==> src/rtl/cardinal_pkg.sv <==
// Shared Cardinal NIC/router definitions: packet geometry, VC polarity, tx FSM encoding.
package cardinal_pkg;

  localparam int PKT_WIDTH = 64;
  localparam int VC_BIT    = 0;

  localparam logic POL_EVEN = 1'b0;
  localparam logic POL_ODD  = 1'b1;

  typedef enum logic {
    IDLE = 1'b0,
    HOLD = 1'b1
  } state_t;

  // A held packet may only be injected when its VC bit matches the ring's current polarity.
  function automatic logic vc_matches(input logic vc, input logic polarity);
    return vc == polarity;
  endfunction

endpackage

==> src/rtl/cardinal_stat_counter.sv <==
// Debug statistics counter: synchronous clear beats increment; wraps or saturates.
// Latency: count reflects inc/clr one cycle later; no backpressure.
module cardinal_stat_counter #(
  parameter int WIDTH    = 16,
  parameter bit SATURATE = 1'b0
) (
  input  logic             clk,
  input  logic             reset,
  input  logic             clr,
  input  logic             inc,
  output logic [WIDTH-1:0] count
);

  localparam logic [WIDTH-1:0] ONE = WIDTH'(1);
  localparam logic [WIDTH-1:0] MAX = '1;

  logic [WIDTH-1:0] count_q;
  logic [WIDTH-1:0] count_d;

  always_comb begin
    count_d = count_q;
    if (clr) begin
      count_d = '0;
    end else if (inc) begin
      if (!(SATURATE && (count_q == MAX))) begin
        count_d = count_q + ONE;
      end
    end
  end

  always_ff @(posedge clk or posedge reset) begin
    if (reset) begin
      count_q <= '0;
    end else begin
      count_q <= count_d;
    end
  end

  assign count = count_q;

endmodule

==> src/rtl/cardinal_nic_net_tx.sv <==
// Cardinal NIC network transmit: pops the output buffer into a holding register and injects on the ring.
// Latency: pop in t, earliest send in t+1; backpressure: holds on net_ro=0 or VC/polarity mismatch, no pop meanwhile.
module cardinal_nic_net_tx #(
  parameter int PKT_WIDTH = cardinal_pkg::PKT_WIDTH,
  parameter int VC_BIT    = cardinal_pkg::VC_BIT,
  parameter int CNT_WIDTH = 16
) (
  input  logic                 clk,
  input  logic                 reset,
  input  logic                 buf_status,
  input  logic [0:PKT_WIDTH-1] buf_data,
  output logic                 buf_read_en,
  input  logic                 net_ro,
  input  logic                 net_polarity,
  output logic                 net_so,
  output logic [0:PKT_WIDTH-1] net_do,
  input  logic                 stat_clr,
  output logic [CNT_WIDTH-1:0] sent_cnt,
  output logic [CNT_WIDTH-1:0] stall_cnt
);

  import cardinal_pkg::*;

  state_t               state_q;
  state_t               state_d;
  logic [0:PKT_WIDTH-1] hold_q;
  logic [0:PKT_WIDTH-1] hold_d;

  logic eligible;
  logic send;
  logic stall;

  always_comb begin
    eligible = (state_q == HOLD) && vc_matches(hold_q[VC_BIT], net_polarity);
    send     = eligible && net_ro;
    stall    = (state_q == HOLD) && !send;
  end

  // Outputs are forced low while reset is asserted, even if the buffer still reports a packet.
  always_comb begin
    net_so      = send;
    net_do      = send ? hold_q : '0;
    buf_read_en = !reset && buf_status && ((state_q == IDLE) || send);
  end

  always_comb begin
    state_d = state_q;
    hold_d  = hold_q;
    case (state_q)
      IDLE: begin
        if (buf_status) begin
          hold_d  = buf_data;
          state_d = HOLD;
        end
      end
      HOLD: begin
        if (send) begin
          if (buf_status) begin
            hold_d = buf_data;
          end else begin
            state_d = IDLE;
          end
        end
      end
      default: begin
        state_d = IDLE;
      end
    endcase
  end

  always_ff @(posedge clk or posedge reset) begin
    if (reset) begin
      state_q <= IDLE;
      hold_q  <= '0;
    end else begin
      state_q <= state_d;
      hold_q  <= hold_d;
    end
  end

  cardinal_stat_counter #(
    .WIDTH    (CNT_WIDTH),
    .SATURATE (1'b0)
  ) u_sent_cnt (
    .clk   (clk),
    .reset (reset),
    .clr   (stat_clr),
    .inc   (send),
    .count (sent_cnt)
  );

  cardinal_stat_counter #(
    .WIDTH    (CNT_WIDTH),
    .SATURATE (1'b1)
  ) u_stall_cnt (
    .clk   (clk),
    .reset (reset),
    .clr   (stat_clr),
    .inc   (stall),
    .count (stall_cnt)
  );

endmodule

==> config.mk <==
export PLATFORM = sky130hd
export DESIGN_NAME = cardinal_nic_net_tx
export DESIGN_NICKNAME = d
export VERILOG_FILES = /design/src/rtl/cardinal_pkg.sv /design/src/rtl/cardinal_stat_counter.sv /design/src/rtl/cardinal_nic_net_tx.sv
export SDC_FILE = /design/constraint.sdc
export NUM_CORES = 1
export LEC_CHECK = 0
export BUFFER_PORTS_ARGS = -buffer_cell sky130_fd_sc_hd__buf_4
export CAP_MARGIN = 20
export CORE_UTILIZATION = 40
export CTS_CLUSTER_SIZE = 16
export DETAILED_ROUTE_END_ITERATION = 7
export PLACE_DENSITY_LB_ADDON = 0.12
export SLEW_MARGIN = 15
export SYNTH_ARGS = -nofsm -noshare
export SYNTH_HDL_FRONTEND = slang
export SYNTH_SLANG_ARGS = --single-unit
==> constraint.sdc <==
create_clock -name clk -period 9 [get_ports clk]
set_input_delay 1.35 -clock clk [delete_from_list [all_inputs] [get_ports clk]]
set_output_delay 1.35 -clock clk [all_outputs]
set_load 0.005 [all_outputs]
==> summary.md, run 1 <==
| Metric | Value |
|---|---|
| Die width | `111 um` |
| # nets final | `619` |
| Crit path DAT | `3100 ps` |
| Hold path depth | `1` |
| Buffers added on ports | `167` |
| Area occupied by registers | `2430 um2` |
| Peak VDD IR | `0.000173 V` |
| Final Max Slew Viols | `0` |
| Post-layout min period | `4450 ps` |
| Maximum clock path buffer count | `2` |
| Crit path max fanout | `68` |
| Critical path startpoint category | `input pin` |
| Die height | `111 um` |
| Leakage power | `3.19 nW` |
| Max-cap violation count | `0` |
| Most frequent CP cell | `buf_4` |
| Worst slack at placement | `4520 ps` |
| Area growth syn-to-layout | `35.8%` |
| WL final | `10800 um` |
| Post-cts resize count | `0` |
| Critical path required time | `7650 ps` |
| R2R Setup Slk | `6380 ps` |
| Mapped Nets | `457` |
| Final worst slack | `4550 ps` |
| Detail Placement HPWL | `7370 um` |
| Post-synthesis cell type count | `39` |
| Min-delay src | `hold_q[8]` |
| TNS Setup | `0 ps` |
| Final Skew | `4.03 ps` |
| Reg2reg end | `hold_q[48]` |
| Area taken by multi-input logic gates | `2160 um2` |
| Number of antenna violations at the first check in global routing | `0` |
| Layout fillers | `990` |
| Critical Path Sink Type | `output port` |
| Hold WC Path Type | `register to register` |
| Cell count after synthesis | `385` |
| Post-CTS Setup Bufs | `0` |
| Initial Util | `41.1%` |
| Worst Setup SP | `net_polarity` |
| Vias in the first global route | `3393` |
| CTS tree | `yes` |
| First-pass GRT wire length | `17800 um` |
| Clk_lat worst skew | `340 ps` |
| Layout cells sized above 1 | `46.7%` |
| Crit path cell chain | `buf_4, xnor2_2, and3_2, and2_1, buf_4` |
| Critical Path Max Stage Delay | `910 ps` |
| Wire per inst | `15.5 um` |
| Hold worst-path end | `hold_q[8]` |
| Vias post-DR | `3401` |
| Synth warn | `0` |
| Num CTS Buffers | `9` |
| Unrepaired setup endpoints after global routing | `false` |
| WP buf/inv | `2` |
| Worst Max-Slew Pin Slew | `1020 ps` |
| GR Util All Layers | `18.2%` |
| GP Congestion | `0.774` |
| Post-synthesis sequential area ratio | `51.5%` |
| Cell Area, Synth | `4720 um2` |
| Vias per cell | `4.89` |
| Final instance area | `6400 um2` |
| WS Path Type | `input pin to output port` |
| Syn_area_per_cell | `12.2 um2` |
| Drt drc | `0` |
| Cts hold-fix bufs | `0` |
| Antenna Cells | `0` |
| Commonest non-fill, non-tap cell in the layout | `buf_4` |
| 1st-pass router iterations | `4` |
| Full die area | `12200 um2` |
| Largest net degree at the start of global routing | `79` |
| Worst path slowest cell | `and3_2` |
| Tcrit/Tclk final | `49.4%` |
| Worst-path clk slew | `60 ps` |
| Status | `completed` |
| ANT nets after route | `0` |
| Core box area | `11500 um2` |
| Placed Area | `6050 um2` |
| RR Startpoint | `hold_q[0]` |
| Cell Pwr Density | `258 nW/um2` |
| Drt initial violations | `161` |
| Hold violation count in the final report | `0` |
| Max H-tree Level | `3` |
| R2R depth | `6` |
| Final core utilization | `55.8%` |
| Total clock sinks | `97` |
| Final Setup Violations | `0` |
| Critical path's top delay family | `simple AND/OR/NAND/NOR gates` |
| Io pins | `168` |
| CTS root buf | `clkbuf_16` |
| #FFs+latches synth | `97` |
| Fmax | `225 MHz` |
| Most frequent cells in the layout | `buf_4, dfrtp_1, and2_1` |
| Rel. slew slack | `32.2%` |
| Gr ovfl total | `0` |
| Cell Rows | `39` |
| Power after layout | `1.65 mW` |
==> worst register-to-register path, delay by kind of cell (launching register included) <==
| family | cells | cell delay, ps |
|---|---|---|
| mux | 1 | 440 |
| buf+inv | 2 | 940 |
| compound gates | 1 | 170 |
| simple gates | 1 | 310 |
| xor+xnor | 1 | 210 |
| flops | 1 | 440 |
==> worst max-delay path by stage <==
stage	to	slack, ps	depth (start not counted)
after detailed placement	net_do[60]	4520	5
after global routing	net_do[2]	4370	5
after CTS	net_do[60]	4520	5
after global placement	net_do[60]	4540	5
final	net_do[60]	4550	5
after floorplan	hold_q[0]	5120	1
==> cell usage after synthesis <==
cell | count | area (um2)
mux2i_1 | 2 | 20.0
clkbuf_1 | 7 | 26.3
xnor2_2 | 1 | 16.3
mux2_4 | 49 | 736
nor4_1 | 1 | 6.26
nor2_1 | 28 | 105
mux2_2 | 15 | 169
nor3_1 | 7 | 35.0
nand3_1 | 7 | 35.0
a21oi_1 | 5 | 25.0
o21ai_0 | 6 | 30.0
a311oi_1 | 1 | 8.76
and4_1 | 4 | 35.0
nand4_1 | 12 | 75.1
ha_1 | 2 | 25.0
or2_2 | 1 | 6.26
xnor2_1 | 11 | 96.3
or4_1 | 2 | 15.0
xor2_1 | 12 | 105
or3_1 | 4 | 25.0
o21a_1 | 1 | 7.51
nor3b_1 | 1 | 7.51
a21boi_1 | 1 | 7.51
and3_1 | 5 | 31.3
and2_1 | 68 | 425
nand2b_1 | 1 | 6.26
clkbuf_2 | 2 | 10.0
buf_6 | 6 | 67.6
dfrtp_1 | 97 | 2430
buf_2 | 4 | 20.0
nor2b_1 | 2 | 12.5
o2111ai_1 | 1 | 8.76
nand3_2 | 1 | 10.0
a21oi_2 | 1 | 8.76
o211ai_1 | 1 | 7.51
inv_1 | 3 | 11.3
o21ai_1 | 2 | 10.0
buf_1 | 1 | 3.75
nand2_1 | 10 | 37.5
==> final cells by class <==
class	count	area share, %
flip-flops and latches	97	37.9
multi-input cells	265	33.7
repair buffers	171	20.4
clock buffers	9	3.52
well taps	143	2.79
clock inverters	7	1.49
inverters	3	0.215
==> through the flow <==
step | hold WS [ps] | cells
2_1_floorplan | 470 | 385
5_1_grt | 512 | 695
6_report | 499 | 695
3_5_place_dp | 485 | 678
3_3_place_gp | 479 | 678
4_1_cts | 505 | 694
==> per-layer routing <==
metal	vias up	track usage [%]	share of wire, %
li1	1632	-	-
met5	-	0	0
met2	111	27.6	47
met4	0	6.84	1.5
met1	1645	24.6	46
met3	13	5.16	6.0
==> cells by family (layout without fill, tap and decap cells) <==
| group | count (synthesis) | after routing | synth area share (%) |
|---|---|---|---|
| and+or+nand+nor | 154 | 154 | 18.4 |
| DFF | 97 | 97 | 51.5 |
| muxes | 66 | 66 | 19.6 |
| xor gates and xnor gates | 24 | 24 | 4.62 |
| buffers and inverters | 23 | 190 | 2.95 |
| AOI/OAI and AO/OA | 19 | 19 | 2.41 |
| adders and majority gates | 2 | 2 | 0.531 |
==> state kept, by name, summed over array words and instances (netlist names) <==
signal and count:
u_stall_cnt.count 16, hold_q 64, state_q 1, u_sent_cnt.count 16
==> power breakdown <==
group | internal (mW) | total, mW | leakage [nW] | switching [mW]
sequential | 0.591 | 0.680 | 1.20 | 0.0890
combinational | 0.371 | 0.562 | 1.83 | 0.192
clock | 0.243 | 0.408 | 0.155 | 0.165
(Power assumes the default switching activity.)
==> run 2: changes to the inputs <==
--- a/config.mk
+++ b/config.mk
@@ -5,6 +5,7 @@
 export SDC_FILE = /design/constraint.sdc
 export NUM_CORES = 1
 export LEC_CHECK = 0
+export ABC_AREA = 1
 export BUFFER_PORTS_ARGS = -buffer_cell sky130_fd_sc_hd__buf_4
 export CAP_MARGIN = 20
 export CORE_UTILIZATION = 40
==> constraint.sdc (replaced) <==
create_clock -name clk -period 4.3 [get_ports clk]
set_input_delay 0.645 -clock clk [delete_from_list [all_inputs] [get_ports clk]]
set_output_delay 0.645 -clock clk [all_outputs]
set_load 0.005 [all_outputs]
==> run 2 against run 1 <==
Power up 90%. First-iteration DRC count up 48%. Register-to-register slack worse by 4200 ps. Via count up 35%. Non-clock buffer count down 1. Critical path depth up 3.
==> summary.md, run 2 <==
| Metric | Value |
|---|---|
| Worst Max-Slew Pin Slew | `954 ps` |
| Number of antenna violations at the first check in global routing | `0` |
| Peak VDD IR | `0.000161 V` |
| Most frequent cell after synthesis | `nor2_1` |
| Detail Placement HPWL | `8640 um` |
| Layout cells sized above 1 | `23.9%` |
| Critical path required time | `3650 ps` |
| EDFF count, synth | `0` |
| GRT Max-Usage Layer | `met2` |
| Max-cap violation count | `0` |
| Worst slack at placement | `1540 ps` |
| Max reg flops | `64` |
| Largest area contributor in the netlist | `dfrtp_1` |
| Synth cell count leaders | `nor2_1, inv_1, nand2_1, dfrtp_1, a21oi_1` |
| WL final | `12300 um` |
| Largest register by flop count | `hold_q` |
| Psw | `1.01 mW` |
| P_int | `2.13 mW` |
| Cell count after synthesis | `658` |
| Post-CTS Setup Bufs | `0` |
| Leakage power | `3.50 nW` |
| Layout fillers | `1182` |
| Worst-path clk slew | `70 ps` |
| Final Skew | `4.20 ps` |
| Io pins | `168` |
| Syn_area_per_cell | `7.44 um2` |
| Mapped Nets | `730` |
| Wire per inst | `12.8 um` |
| Placed Area | `6160 um2` |
| Most frequent cells in the layout | `nor2_1, buf_4, inv_1` |
| Full die area | `12700 um2` |
| FFs w/ async S/R, synth | `100%` |
| Cell Rows | `40` |
| Hold WC Path Type | `register to register` |
| Post-synthesis cell type count | `29` |
| Sequential power share | `41.6%` |
| Clock network power share | `25.8%` |
| Core box area | `12000 um2` |
| Critical path startpoint category | `register` |
| Die width | `113 um` |
| Unrepaired setup endpoints after global routing | `false` |
| Power after layout | `3.14 mW` |
| Post-cts resize count | `0` |
| Crit path max fanout | `68` |
| Status | `completed` |
| GP Congestion | `0.853` |
| Largest net degree at the start of global routing | `79` |
| Num CTS Buffers | `9` |
| Synth warn | `0` |
| Hold violation count in the final report | `0` |
| Final worst slack | `1520 ps` |
| Rel. slew slack | `36.4%` |
| Cell Area, Synth | `4900 um2` |
| CTS tree | `yes` |
| Drt initial violations | `239` |
| Combinational group share of total power | `32.6%` |
| Buffers added on ports | `167` |
| Commonest non-fill, non-tap cell in the layout | `nor2_1` |
| Post-layout min period | `2780 ps` |
| Vias in the first global route | `4268` |
| Max H-tree Level | `3` |
| Post-synthesis sequential area ratio | `49.6%` |
| Prevailing post-synth register cell | `dfrtp_1` |
| Final instance area | `6450 um2` |
| Share of the synthesized area in the top cell type | `49.6%` |
| #FFs+latches synth | `97` |
| Drt drc | `0` |
| Final Setup Violations | `0` |
| Critical Path Sink Type | `output port` |
| Initial Util | `41.0%` |
| 1st-pass router iterations | `5` |
| Maximum clock path buffer count | `2` |
| TNS Setup | `0 ps` |
| M3 GR Usage | `5.02%` |
| Worst hold slack | `513 ps` |
| Met2 Track Usage GR | `32.8%` |
| Tcrit/Tclk final | `64.7%` |
| Cell Pwr Density | `487 nW/um2` |
| Area growth syn-to-layout | `31.7%` |
| Cts hold-fix bufs | `0` |
| Die height | `113 um` |
| Vias per cell | `4.76` |
| Gr ovfl total | `0` |
| Switching Share | `32.2%` |
| Crit path DAT | `2140 ps` |
| Clk_lat worst skew | `340 ps` |
| CTS root buf | `clkbuf_16` |
| Vias post-DR | `4585` |
| GR Util All Layers | `20.0%` |
| Total clock sinks | `97` |
| Fmax | `359 MHz` |
| Antenna Cells | `0` |
| Final Max Slew Viols | `0` |
| ANT nets after route | `0` |
| Synth top area cells | `dfrtp_1, nor2_1, inv_1` |
| M1 GR Usage | `26.2%` |
| First-pass GRT wire length | `20100 um` |
| # nets final | `884` |
| WS Path Type | `register to output port` |
## run 2: worst max-delay path, stage by stage, from the launching register on
cell and delay [ps]:
dfrtp_1 400, inv_1 80, nand2_1 60, nand3_2 80, buf_4 580, inv_1 300
nand2_1 120, inv_1 50, buf_4 130
## run 2: metal layers
layer | vias up | share of wire (%)
met3 | 7 | 6.3
met2 | 146 | 47
met1 | 2121 | 46
met5 | - | 0
li1 | 2311 | -
met4 | 0 | 0.87
## run 2: power groups by stage
stage                     Combinational [mW]  Sequential [mW]  Clock [mW]
after floorplan                        0.628             1.31           0
after global placement                  1.01             1.32           0
after detailed placement                1.04             1.33           0
after CTS                               1.04             1.31       0.839
after global routing                    1.17             1.34       0.874
final                                   1.02             1.31       0.810
## run 2: stage by stage
step	std cells	utilization (%)
final	964	53.9
after global routing	964	53.9
after CTS	964	53.9
after detailed placement	948	51.5
after global placement	948	51.5
after floorplan	658	-
## run 2: logic make-up after synthesis
group | share of synthesized area, %
xor+xnor | 0.715
flops | 49.6
fa+ha+maj | 0.511
simple gates | 27.5
buf+inv | 12.7
compound gates | 9.04
## run 2: final timing paths
check | startpoint | to | slack [ps] | cells after the start
max in group asynchronous | reset | u_stall_cnt.count[10] | 2910 | 3
min in group asynchronous | reset | hold_q[36] | 530 | 2
hold reg to reg | hold_q[47] | hold_q[47] | 510 | 2
hold / removal | hold_q[47] | hold_q[47] | 510 | 2
setup / recovery | hold_q[0] | net_do[0] | 1520 | 8
setup reg to reg | hold_q[0] | hold_q[16] | 2170 | 8
## run 2: area by class of cell
class                           count  area, um2  area share (%)
Sequential cell                    97       2430            37.6
Multi-Input combinational cell    424       1850            28.7
Timing Repair Buffer              170       1280            19.8
Inverter                          110        415            6.44
Clock buffer                       11        243            3.76
Tap cell                          147        184            2.85
Clock inverter                      5       53.8           0.834
==> run 3: changes to the inputs <==
--- a/config.mk
+++ b/config.mk
@@ -5,7 +5,7 @@
 export SDC_FILE = /design/constraint.sdc
 export NUM_CORES = 1
 export LEC_CHECK = 0
-export ABC_AREA = 1
+export ABC_AREA = 0
 export BUFFER_PORTS_ARGS = -buffer_cell sky130_fd_sc_hd__buf_4
 export CAP_MARGIN = 20
 export CORE_UTILIZATION = 40
==> constraint.sdc (replaced) <==
create_clock -name clk -period 2.5 [get_ports clk]
set_input_delay 0.375 -clock clk [delete_from_list [all_inputs] [get_ports clk]]
set_output_delay 0.375 -clock clk [all_outputs]
set_load 0.005 [all_outputs]
==> run 3 against run 2 <==
Die area fell by 3.7%. Combinational power rose by 100%. Critical path depth fell by 3. Power rose by 85%. Wire length fell by 12%. Clock skew rose by 1.3 ps. Register-to-register slack got worse by 1600 ps. Count of clock-buffer cells in the layout rose by 3. Sequential cell count did not move. Largest power group unchanged. Largest cell class unchanged.
==> summary.md, run 3 (synthesis results as in run 1) <==
| Metric | Value |
|---|---|
| Rel. slew slack | `57.6%` |
| Layout fillers | `1032` |
| Total clock sinks | `97` |
| Largest net degree at the start of global routing | `48` |
| Area growth syn-to-layout | `36.1%` |
| Crit path DAT | `1990 ps` |
| Core box area | `11500 um2` |
| Worst-path clk slew | `60 ps` |
| Max H-tree Level | `3` |
| Post-cts resize count | `0` |
| Unrepaired setup endpoints after global routing | `false` |
| Num CTS Buffers | `9` |
| Peak VDD IR | `0.000533 V` |
| Post-CTS Setup Bufs | `0` |
| Worst hold slack | `126 ps` |
| First-pass GRT wire length | `17800 um` |
| Commonest non-fill, non-tap cell in the layout | `buf_4` |
| Final Skew | `5.50 ps` |
| Full die area | `12200 um2` |
| Critical path startpoint category | `register` |
| Vias per cell | `4.93` |
| Wire per inst | `15.5 um` |
| Drt drc | `0` |
| Worst Max-Slew Pin Slew | `635 ps` |
| Number of antenna violations at the first check in global routing | `0` |
| Die height | `111 um` |
| Cell Rows | `39` |
| Fmax | `424 MHz` |
| Largest register by flop count | `hold_q` |
| Status | `completed` |
| Critical path required time | `2120 ps` |
| ANT nets after route | `0` |
| Leakage power | `3.19 nW` |
| 1st-pass router iterations | `4` |
| Antenna Cells | `0` |
| CTS root buf | `clkbuf_16` |
| Final Setup Violations | `0` |
| Cell Pwr Density | `906 nW/um2` |
| Gr ovfl total | `0` |
| Layout cells sized above 1 | `46.6%` |
| Hold violation count in the final report | `0` |
| Max-cap violation count | `0` |
| WS Path Type | `register to output port` |
| Tcrit/Tclk final | `94.4%` |
| GR Util All Layers | `18.5%` |
| GP Congestion | `0.786` |
| WL final | `10900 um` |
| Hold WC Path Type | `input pin to async pin` |
| Drt initial violations | `199` |
| Critical Path Sink Type | `output port` |
| Initial Util | `41.1%` |
| CTS tree | `yes` |
| Cts hold-fix bufs | `0` |
| Buffers added on ports | `167` |
| Detail Placement HPWL | `7700 um` |
| Max reg flops | `64` |
| R2R depth | `5` |
| Final Max Slew Viols | `0` |
| # nets final | `623` |
| Vias post-DR | `3443` |
| Maximum clock path buffer count | `2` |
| TNS Setup | `0 ps` |
| Die width | `111 um` |
| Vias in the first global route | `3399` |
| Io pins | `168` |
| Post-layout min period | `2360 ps` |
| Crit path max fanout | `15` |
| Most frequent cells in the layout | `buf_4, dfrtp_1, and2_1` |
| Clk_lat worst skew | `340 ps` |
-- run 3: cell count changes in the layout (fill, tap and decap cells not counted), sizes merged, moves of 17 or more --
| cell | before | now |
|---|---|---|
| a21oi | 67 | 6 |
| mux2 | 0 | 64 |
| inv | 109 | 2 |
| nand3 | 25 | 8 |
| nand2 | 108 | 10 |
| nor2 | 178 | 28 |
| and2 | 0 | 68 |
-- run 3: stage by stage --
step	power [mW]	setup WS [ps]	std cells	utilization [%]	area [um2]
floorplan	3.73	699	385	-	4720
global placement	4.50	413	683	53.6	6140
detailed placement	4.56	394	683	53.6	6140
CTS	5.90	117	699	56.0	6420
global route	6.19	19.4	699	56.0	6420
finish	5.81	139	699	56.0	6420
-- run 3: final cells by class --
type / instances / area (um2) / area share, %
Inverter: 3 / 15.0 / 0.234
Multi-Input combinational cell: 265 / 2160 / 33.6
Clock buffer: 14 / 264 / 4.11
Timing Repair Buffer: 175 / 1360 / 21.2
Sequential cell: 97 / 2430 / 37.8
Clock inverter: 2 / 12.5 / 0.195
Tap cell: 143 / 179 / 2.79
-- run 3: power breakdown --
group	internal (mW)	switching [mW]	total, mW
Sequential	2.13	0.317	2.45
Clock	0.729	0.566	1.30
Combinational	1.38	0.696	2.07
-- run 3: critical path, cell delays in order, from the launching register on --
cell	delay, ps
dfrtp_1	420
xnor2_2	310
and3_2	400
buf_4	240
and2_1	160
buf_4	110
-- run 3: path summary, 6_finish.rpt --
| path | endpoint | slack [ps] | from |
|---|---|---|---|
| worst max register to register | hold_q[10] | 580 | hold_q[0] |
| worst min-delay path | hold_q[35] | 130 | reset |
| worst max-delay path | net_do[62] | 140 | hold_q[0] |
| worst min register to register | hold_q[44] | 500 | hold_q[44] |
| min in group clk | hold_q[52] | 260 | buf_data[52] |
| max in group asynchronous | hold_q[53] | 1620 | reset |
-- run 3: metal layers --
metal / track usage (%) / up-vias / share of wire (%)
li1: - / 1647 / -
met3: 5.49 / 13 / 7.9
met4: 7.20 / 0 / 1.5
met2: 27.7 / 126 / 46
met1: 25.2 / 1657 / 45
met5: 0 / - / 0
